--- src/rtl/button_event_ctrl.sv ---
// Turns debounced button levels into SHORT / LONG / REPEAT key events for one
// button at a time (lowest index wins), delivered through a one-entry valid/ready slot.
module button_event_ctrl #(
   parameter int N_BTN      = 4,
   parameter int LONG_CYC   = 1000,
   parameter int REPEAT_CYC = 200,
   parameter int CNT_W      = 16,
   localparam int IDX_W     = (N_BTN > 1) ? $clog2(N_BTN) : 1
) (
   input  logic             clk,
   input  logic             rst,
   input  logic [N_BTN-1:0] btn_db,
   output logic             evt_valid,
   input  logic             evt_ready,
   output logic [IDX_W-1:0] evt_idx,
   output logic [1:0]       evt_type,
   output logic             evt_drop,
   output logic             busy
);

   typedef enum logic [1:0] {S_IDLE, S_HOLD, S_REPEAT} state_t;

   localparam logic [1:0]       T_SHORT   = 2'b00;
   localparam logic [1:0]       T_LONG    = 2'b01;
   localparam logic [1:0]       T_REPEAT  = 2'b10;
   localparam logic [CNT_W-1:0] LONG_LAST = CNT_W'(LONG_CYC - 1);
   localparam logic [CNT_W-1:0] REP_LAST  = CNT_W'(REPEAT_CYC - 1);

   state_t             state_q, state_d;
   logic [CNT_W-1:0]   cnt_q, cnt_d;
   logic [IDX_W-1:0]   lock_idx_q, lock_idx_d;
   logic [N_BTN-1:0]   btn_q;
   logic               evt_valid_q, evt_valid_d;
   logic [IDX_W-1:0]   evt_idx_q, evt_idx_d;
   logic [1:0]         evt_type_q, evt_type_d;
   logic               evt_drop_q, evt_drop_d;
   logic               busy_q, busy_d;

   logic [N_BTN-1:0]   rise;
   logic [IDX_W-1:0]   rise_idx;
   logic               lock_lvl;
   logic               emit;
   logic [1:0]         emit_type;
   logic               slot_free;

   assign rise     = btn_db & ~btn_q;
   assign lock_lvl = btn_db[lock_idx_q];

   // Scan downward so the lowest set bit is the one that sticks.
   always_comb begin
      rise_idx = '0;
      for (int i = N_BTN - 1; i >= 0; i--) begin
         if (rise[i]) rise_idx = IDX_W'(i);
      end
   end

   // State register (btn_q resets high so a button held through reset is not a press).
   always_ff @(posedge clk or posedge rst) begin
      if (rst) begin
         state_q    <= S_IDLE;
         cnt_q      <= '0;
         lock_idx_q <= '0;
         btn_q      <= '1;
      end else begin
         state_q    <= state_d;
         cnt_q      <= cnt_d;
         lock_idx_q <= lock_idx_d;
         btn_q      <= btn_db;
      end
   end

   // Next-state logic
   always_comb begin
      state_d    = state_q;
      cnt_d      = cnt_q;
      lock_idx_d = lock_idx_q;
      case (state_q)
         S_IDLE: begin
            if (|rise) begin
               lock_idx_d = rise_idx;
               cnt_d      = '0;
               state_d    = S_HOLD;
            end
         end
         S_HOLD: begin
            if (!lock_lvl) begin
               state_d = S_IDLE;
            end else if (cnt_q == LONG_LAST) begin
               cnt_d   = '0;
               state_d = S_REPEAT;
            end else begin
               cnt_d = cnt_q + CNT_W'(1);
            end
         end
         S_REPEAT: begin
            if (!lock_lvl)               state_d = S_IDLE;
            else if (cnt_q == REP_LAST)  cnt_d   = '0;
            else                         cnt_d   = cnt_q + CNT_W'(1);
         end
         default: state_d = S_IDLE;
      endcase
   end

   // Event decode from the current state and held level
   always_comb begin
      emit      = 1'b0;
      emit_type = T_SHORT;
      case (state_q)
         S_HOLD: begin
            if (!lock_lvl) begin
               emit      = 1'b1;
               emit_type = T_SHORT;
            end else if (cnt_q == LONG_LAST) begin
               emit      = 1'b1;
               emit_type = T_LONG;
            end
         end
         S_REPEAT: begin
            if (lock_lvl && cnt_q == REP_LAST) begin
               emit      = 1'b1;
               emit_type = T_REPEAT;
            end
         end
         default: ;
      endcase
   end

   // Output slot: a same-cycle accept frees the slot for a reload.
   assign slot_free = ~evt_valid_q | evt_ready;

   always_comb begin
      evt_valid_d = evt_valid_q;
      evt_idx_d   = evt_idx_q;
      evt_type_d  = evt_type_q;
      evt_drop_d  = 1'b0;
      busy_d      = (state_d != S_IDLE);
      if (emit) begin
         if (slot_free) begin
            evt_valid_d = 1'b1;
            evt_idx_d   = lock_idx_q;
            evt_type_d  = emit_type;
         end else begin
            evt_drop_d  = 1'b1;
         end
      end else if (evt_ready) begin
         evt_valid_d = 1'b0;
      end
   end

   always_ff @(posedge clk or posedge rst) begin
      if (rst) begin
         evt_valid_q <= 1'b0;
         evt_idx_q   <= '0;
         evt_type_q  <= T_SHORT;
         evt_drop_q  <= 1'b0;
         busy_q      <= 1'b0;
      end else begin
         evt_valid_q <= evt_valid_d;
         evt_idx_q   <= evt_idx_d;
         evt_type_q  <= evt_type_d;
         evt_drop_q  <= evt_drop_d;
         busy_q      <= busy_d;
      end
   end

   assign evt_valid = evt_valid_q;
   assign evt_idx   = evt_idx_q;
   assign evt_type  = evt_type_q;
   assign evt_drop  = evt_drop_q;
   assign busy      = busy_q;

endmodule
--- config.mk ---
export PLATFORM = sky130hd
export DESIGN_NAME = button_event_ctrl
export DESIGN_NICKNAME = d
export VERILOG_FILES = /design/src/rtl/button_event_ctrl.sv
export SDC_FILE = /design/constraint.sdc
export NUM_CORES = 1
export LEC_CHECK = 0
export CORE_MARGIN = 5
export CORE_UTILIZATION = 30
export DETAILED_ROUTE_END_ITERATION = 8
export GPL_ROUTABILITY_DRIVEN = 0
export SYNTH_ARGS = -nofsm -noshare
export SYNTH_HDL_FRONTEND = slang
export SYNTH_SLANG_ARGS = --single-unit
--- constraint.sdc ---
create_clock -name clk -period 6.2 [get_ports clk]
set_clock_uncertainty 0.2 [all_clocks]
set_input_delay 1.24 -clock clk [delete_from_list [all_inputs] [get_ports clk]]
set_output_delay 1.24 -clock clk [all_outputs]
set_load 0.005 [all_outputs]
==> results of run 1 <==
==> final timing paths <==
kind / start / endpoint / slack [ns] / depth (start not counted)
min reg2reg: evt_type[1] / evt_type[1] / 0.30 / 1
max reg2reg: cnt_q[0] / cnt_q[11] / 3.54 / 6
max in group asynchronous: rst / btn_q[3] / 4.33 / 3
max: btn_db[2] / cnt_q[11] / 2.66 / 6
min: evt_type[1] / evt_type[1] / 0.30 / 1
min in group asynchronous: rst / evt_idx[0] / 1.15 / 3
==> sequential cells by signal (all words and copies together) (netlist names) <==
signal      flops
btn_q           4
busy            1
cnt_q          16
evt_drop        1
evt_idx         2
evt_type        2
evt_valid       1
lock_idx_q      2
state_q         2
==> worst reg2reg max path, stage by stage, from the launching register on <==
cell and delay [ns]:
dfrtp_1 0.40, ha_1 0.21, nor4b_1 0.56, nand4b_1 0.32, a31o_2 0.44, nand2b_4 0.23
o311ai_0 0.16
==> cell usage in the layout (no fill, tap or decap), types with 2 or more instances in the layout <==
cell type / n
nand2_1: 29
dfrtp_1: 27
nand3_1: 21
clkdlybuf4s50_1: 13
nor2_1: 9
inv_1: 8
o21ai_0: 8
nand2b_1: 6
o311ai_2: 6
ha_1: 6
clkbuf_8: 6
a21oi_1: 5
and3_1: 4
nand4_1: 4
o311ai_0: 4
dfstp_2: 4
mux2_2: 3
nor4b_1: 2
nor3_1: 2
or3_1: 2
o221ai_1: 2
a211oi_1: 2
or4_1: 2
==> per-stage QoR <==
stage	total power, uW	worst slack (ns)	cell area, um^2
3_3_place_gp	455.7	2.453	1923
5_1_grt	660.6	2.530	2014
3_5_place_dp	461.6	2.345	1923
4_1_cts	624.3	2.654	2014
2_1_floorplan	404.5	3.348	1738
6_report	615.6	2.662	2014
==> synthesized netlist by cell type (all sizes together) (2+ instances only) <==
master	instances
buf	3
a21oi	5
mux2	3
and3	4
nand4	4
or4	2
o221ai	2
nand3	21
o311ai	10
and2	2
nor2	9
nor4b	2
o21ai	8
inv	8
a211oi	2
nand2	29
nor3	2
or3	2
dfstp	4
clkbuf	4
dfrtp	27
nand2b	7
ha	6
==> area by class of cell <==
| type | instances | area, um^2 |
|---|---|---|
| clock buffers | 7 | 86.33 |
| clock inverters | 1 | 5.005 |
| fillers | 566 | 3560 |
| inverters | 8 | 30.03 |
| multi-input cells | 134 | 884.6 |
| flip-flops and latches | 31 | 780.7 |
| well taps | 72 | 90.09 |
| repair buffers | 14 | 137.6 |
==> layer usage <==
| metal | share of wire (%) | GRT usage [%] |
|---|---|---|
| met1 | 48 | 14.29 |
| met2 | 46 | 17.24 |
| met3 | 5.3 | 3.266 |
| met4 | 0.95 | 3.453 |
| met5 | 0 | 0 |
==> cells by family (layout without fill, tap and decap cells) <==
logic type / count (synthesis) / after routing
fa+ha+maj: 6 / 6
simple gates: 90 / 90
buf+inv: 15 / 30
compound gates: 34 / 34
flops: 31 / 31
mux: 4 / 4
==> power by group through the flow <==
stage / Clock, uW / Sequential (uW) / Combinational, uW
3_3_place_gp: 0 / 256 / 199
6_report: 162 / 253 / 201
4_1_cts: 166 / 254 / 205
3_5_place_dp: 0 / 258 / 204
5_1_grt: 176 / 258 / 227
2_1_floorplan: 0 / 253 / 152
==> results.cfg, run 1 <==
[finish]
drive_gt1_share_pct = 12.31
nets = 207
n_antenna_cell = 0
area_growth_pct = 15.91
final_cells = 267
fin_util_pct = 36.14

[synthesis]
synthMuxAreaShare_pct = 3.240
seq_area_frac_synth_pct = 44.92
syn_avg_cell_area_um2 = 9.655
synth_top_area_cell = dfrtp_1
synth_top_family_by_area = simple AND/OR/NAND/NOR gates
syn-cell-area_um2 = 1738
synth_flop_cell = dfrtp_1
async_reset_ff_share_pct = 100.0
synth-simple-area-share_pct = 26.78
synth-edff-count = 0
syn_inst = 180
yosysWarnings = 0
synth-xor-area-share_pct = 0
synth_top_cell_area_share_pct = 38.88
synth_compound_area_share_pct = 16.56
ys_ff_latch = 31
syn-num-nets = 193
ys_types = 41
synthTopCellsByArea = dfrtp_1 (39%), nand2_1 (6.3%), dfstp_2 (6.0%)
synthAdderAreaFrac_pct = 4.320

[power_and_ir_drop]
p_leak_uw = 0.0008147
power_switching_uw = 212.8
p_seq_share_pct = 41.1
clkPwrFrac_pct = 26.2
swShare_pct = 34.56
powerDensity_nw_per_um2 = 305.6
p_int_uw = 402.9
comb_power_share_pct = 32.7
peakVddDrop_mv = 0.1201

[clock_network]
cts_hold_buf = 0
clk_pin_slew_ns = 0.06
htreeDepth = 2
cts_setup_buffers = 0
cts.sinks = 31
clkLatencyLatePin_ns = 0.28
tritoncts = yes
ctsResizeCount = 0
clockRootBuffer = clkbuf_8
clockBufferDepth = 2
cts-buffers-inserted = 5

[grt]
grt_max_degree = 32
grt_pass1_wl_um = 6492
overflow = 0
grt_pass1_vias = 1392
track_usage_pct = 10.92
antenna_found_initial = 0

[floorplan]
die_x_um = 86.11
rows = 27
dieArea_um2 = 7415
die_h_um = 86.11
boundaryPins = 14
coreArea_um2 = 5574
start_util_pct = 31.18

[placement]
portBuffers = 13
dp.cells = 259
hpwl_um = 2500

[timing]
tightest_slew_ns = 0.6592
max_freq_ghz = 0.2826
final_max_slew_viol_count = 0
tns_ns = 0
hold_ws_ns = 0.3005
setup_viol = 0
min_period_ns = 3.538
relSlewSlack_pct = 55.43
rsz0062_at_grt = no
finalHoldViolCount = 0
finalCritPeriodShare_pct = 57.07

[worst_setup_path]
startpoint_type = input pin
cp_top_family = compound AO/OA/AOI/OAI gates
path_class = input pin to register
end_kind = register
cpPeakStageDelay_ns = 0.58
crit_arrival_ns = 3.48
cp_slowest_cell = mux4_2
cp_max_fo = 19
required_ns = 6.14
crit_chain = clkdlybuf4s50_1 -> mux4_2 -> nor2_1 -> a211o_1 -> nand2b_4 -> o311ai_0
path_buf_inv = 1

[drt]
vias = 1378
wl_per_cell_um = 13.34
dr.pass1.iters = 4
routed_wl_um = 3563
drt_iter0_drc = 53
viasPerCell = 5.161
drc = 0
ant_nets = 0

[status]
status = completed

[worst_hold_path]
hold_path.class = register to register

[job]
drv_cap = 0
No activity file was read; power rests on OpenSTA's default activity.
==> run 2, diff against run 1 <==
clock period = 2.9 ns   (was 6.2 ns; I/O delays follow)
==> run 2 against run 1 <==
Register-to-register slack got worse by 3.1 ns. Critical path type is now register to register. Largest power group unchanged. Largest cell class unchanged. Sequential cell count unchanged. Design area increased by 2.0%. Core utilization increased by 0.74 points. Global-route usage decreased by 0.32 points. Sequential share of layout area decreased by 0.78 points. Count of clock-buffer cells in the layout decreased by 1. Wire length decreased by 0.45%. Final cell count increased by 0.75%.
==> results.cfg, run 2 (same netlist as run 1, synthesis figures left out) <==
[drt]
vias = 1373
drt_iter0_drc = 57
viasPerCell = 5.104
dr.pass1.iters = 5
drc = 0
wl_per_cell_um = 13.19
routed_wl_um = 3547
ant_nets = 0

[timing]
final_max_slew_viol_count = 0
min_period_ns = 2.509
tightest_slew_ns = 0.5363
finalCritPeriodShare_pct = 86.52
relSlewSlack_pct = 63.92
setup_viol = 0
rsz0062_at_grt = no
max_freq_ghz = 0.3986
finalHoldViolCount = 0
hold_ws_ns = 0.3045
tns_ns = 0

[finish]
fill_cells = 549
seqCellArea_um2 = 780.7
fin_area_um2 = 2056
area_growth_pct = 18.29
layout_common_cells = nand2_1 (29), dfrtp_1 (27), nand3_1 (21)
drive_gt1_share_pct = 13.71
top_regs = cnt_q (16), btn_q (4)
largest_register_ffs = 16
top_register = cnt_q
nets = 209
multiInputGateArea_um2 = 884.6
mostFrequentLayoutCell = nand2_1
n_antenna_cell = 0

[floorplan]
dieArea_um2 = 7415
die_h_um = 86.11
coreArea_um2 = 5574
start_util_pct = 31.18
rows = 27
die_x_um = 86.11
boundaryPins = 14

[worst_hold_path]
hold_path.class = register to register
whs_path_depth = 1

[clock_network]
cts.sinks = 31
cts-buffers-inserted = 5
tritoncts = yes
clockBufferDepth = 2
cts_setup_buffers = 0
ctsResizeCount = 0
clockRootBuffer = clkbuf_8
clkLatencyLatePin_ns = 0.28
clk_pin_slew_ns = 0.07
cts_hold_buf = 0
htreeDepth = 2

[grt]
grt_pass1_wl_um = 6161
grt_max_degree = 32
grt_pass1_vias = 1321
antenna_found_initial = 0
track_usage_pct = 10.60
overflow = 0

[worst_setup_path]
crit_arrival_ns = 2.45
end_kind = register
cp_max_fo = 14
startpoint_type = register
reg2regPathDepth = 7
path_class = register to register
required_ns = 2.84

[status]
status = completed

[placement]
portBuffers = 13
hpwl_um = 2474
postPlaceCellArea_um2 = 1938

[power_and_ir_drop]
p_leak_uw = 0.0008381
power_switching_uw = 465.7
clkPwrFrac_pct = 31.0
comb_power_share_pct = 31.1
powerDensity_nw_per_um2 = 692.5
p_seq_share_pct = 37.9
swShare_pct = 32.71
peakVddDrop_mv = 0.2917
p_int_uw = 958.0
power_uw = 1424

[job]
drv_cap = 0
## run 2: changes by cell type in the layout (fill, tap and decap cells not counted)
cell and change:
buf_4 +2, bufinv_16 +1, clkbuf_1 -1
## run 2: worst max-delay path: stages (launching register included)
cell and delay (ns):
dfrtp_1 0.40, ha_1 0.22, nor4b_1 0.30, buf_4 0.18, nand4b_1 0.21, a31o_2 0.45, nand2b_4 0.23, o311ai_0 0.16
## run 2: layout make-up
| class | instances | share of cell area, % |
|---|---|---|
| repair buffers | 16 | 7.425 |
| flip-flops and latches | 31 | 37.98 |
| multi-input cells | 134 | 43.03 |
| clock buffers | 6 | 4.017 |
| well taps | 72 | 4.382 |
| clock inverters | 2 | 1.704 |
| inverters | 8 | 1.461 |
## run 2: per-stage QoR
stage / utilization (%) / setup WS (ns) / instances
after floorplan: - / 0.7085 / 180
after global placement: 34.77 / 0.1315 / 261
after detailed placement: 34.77 / 0.09669 / 261
after CTS: 36.88 / 0.3744 / 269
after global routing: 36.88 / 0.1224 / 269
final: 36.88 / 0.3909 / 269
## run 2: path summary, 6_finish.rpt
| path | startpoint | to | slack, ns |
|---|---|---|---|
| setup / recovery | cnt_q[0] | cnt_q[11] | 0.39 |
| min in group asynchronous | rst | evt_valid | 0.48 |
| hold / removal | evt_type[1] | evt_type[1] | 0.30 |
| setup reg to reg | cnt_q[0] | cnt_q[11] | 0.39 |
| hold reg to reg | evt_type[1] | evt_type[1] | 0.30 |
| max in group asynchronous | rst | btn_q[3] | 1.70 |
## run 2: power groups by stage
stage,combinational [uW],sequential [uW],clock [uW]
floorplan,324,541,0
global placement,447,549,0
detailed placement,445,550,0
CTS,448,541,456
global route,497,551,479
finish,442,540,442
## run 2: routing by layer
layer	GRT usage, %	wire length (um)	up-vias
li1	-	-	691
met1	13.82	1722	642
met2	16.26	1531	33
met3	3.458	236	7
met4	4.029	56	0
met5	0	0	-
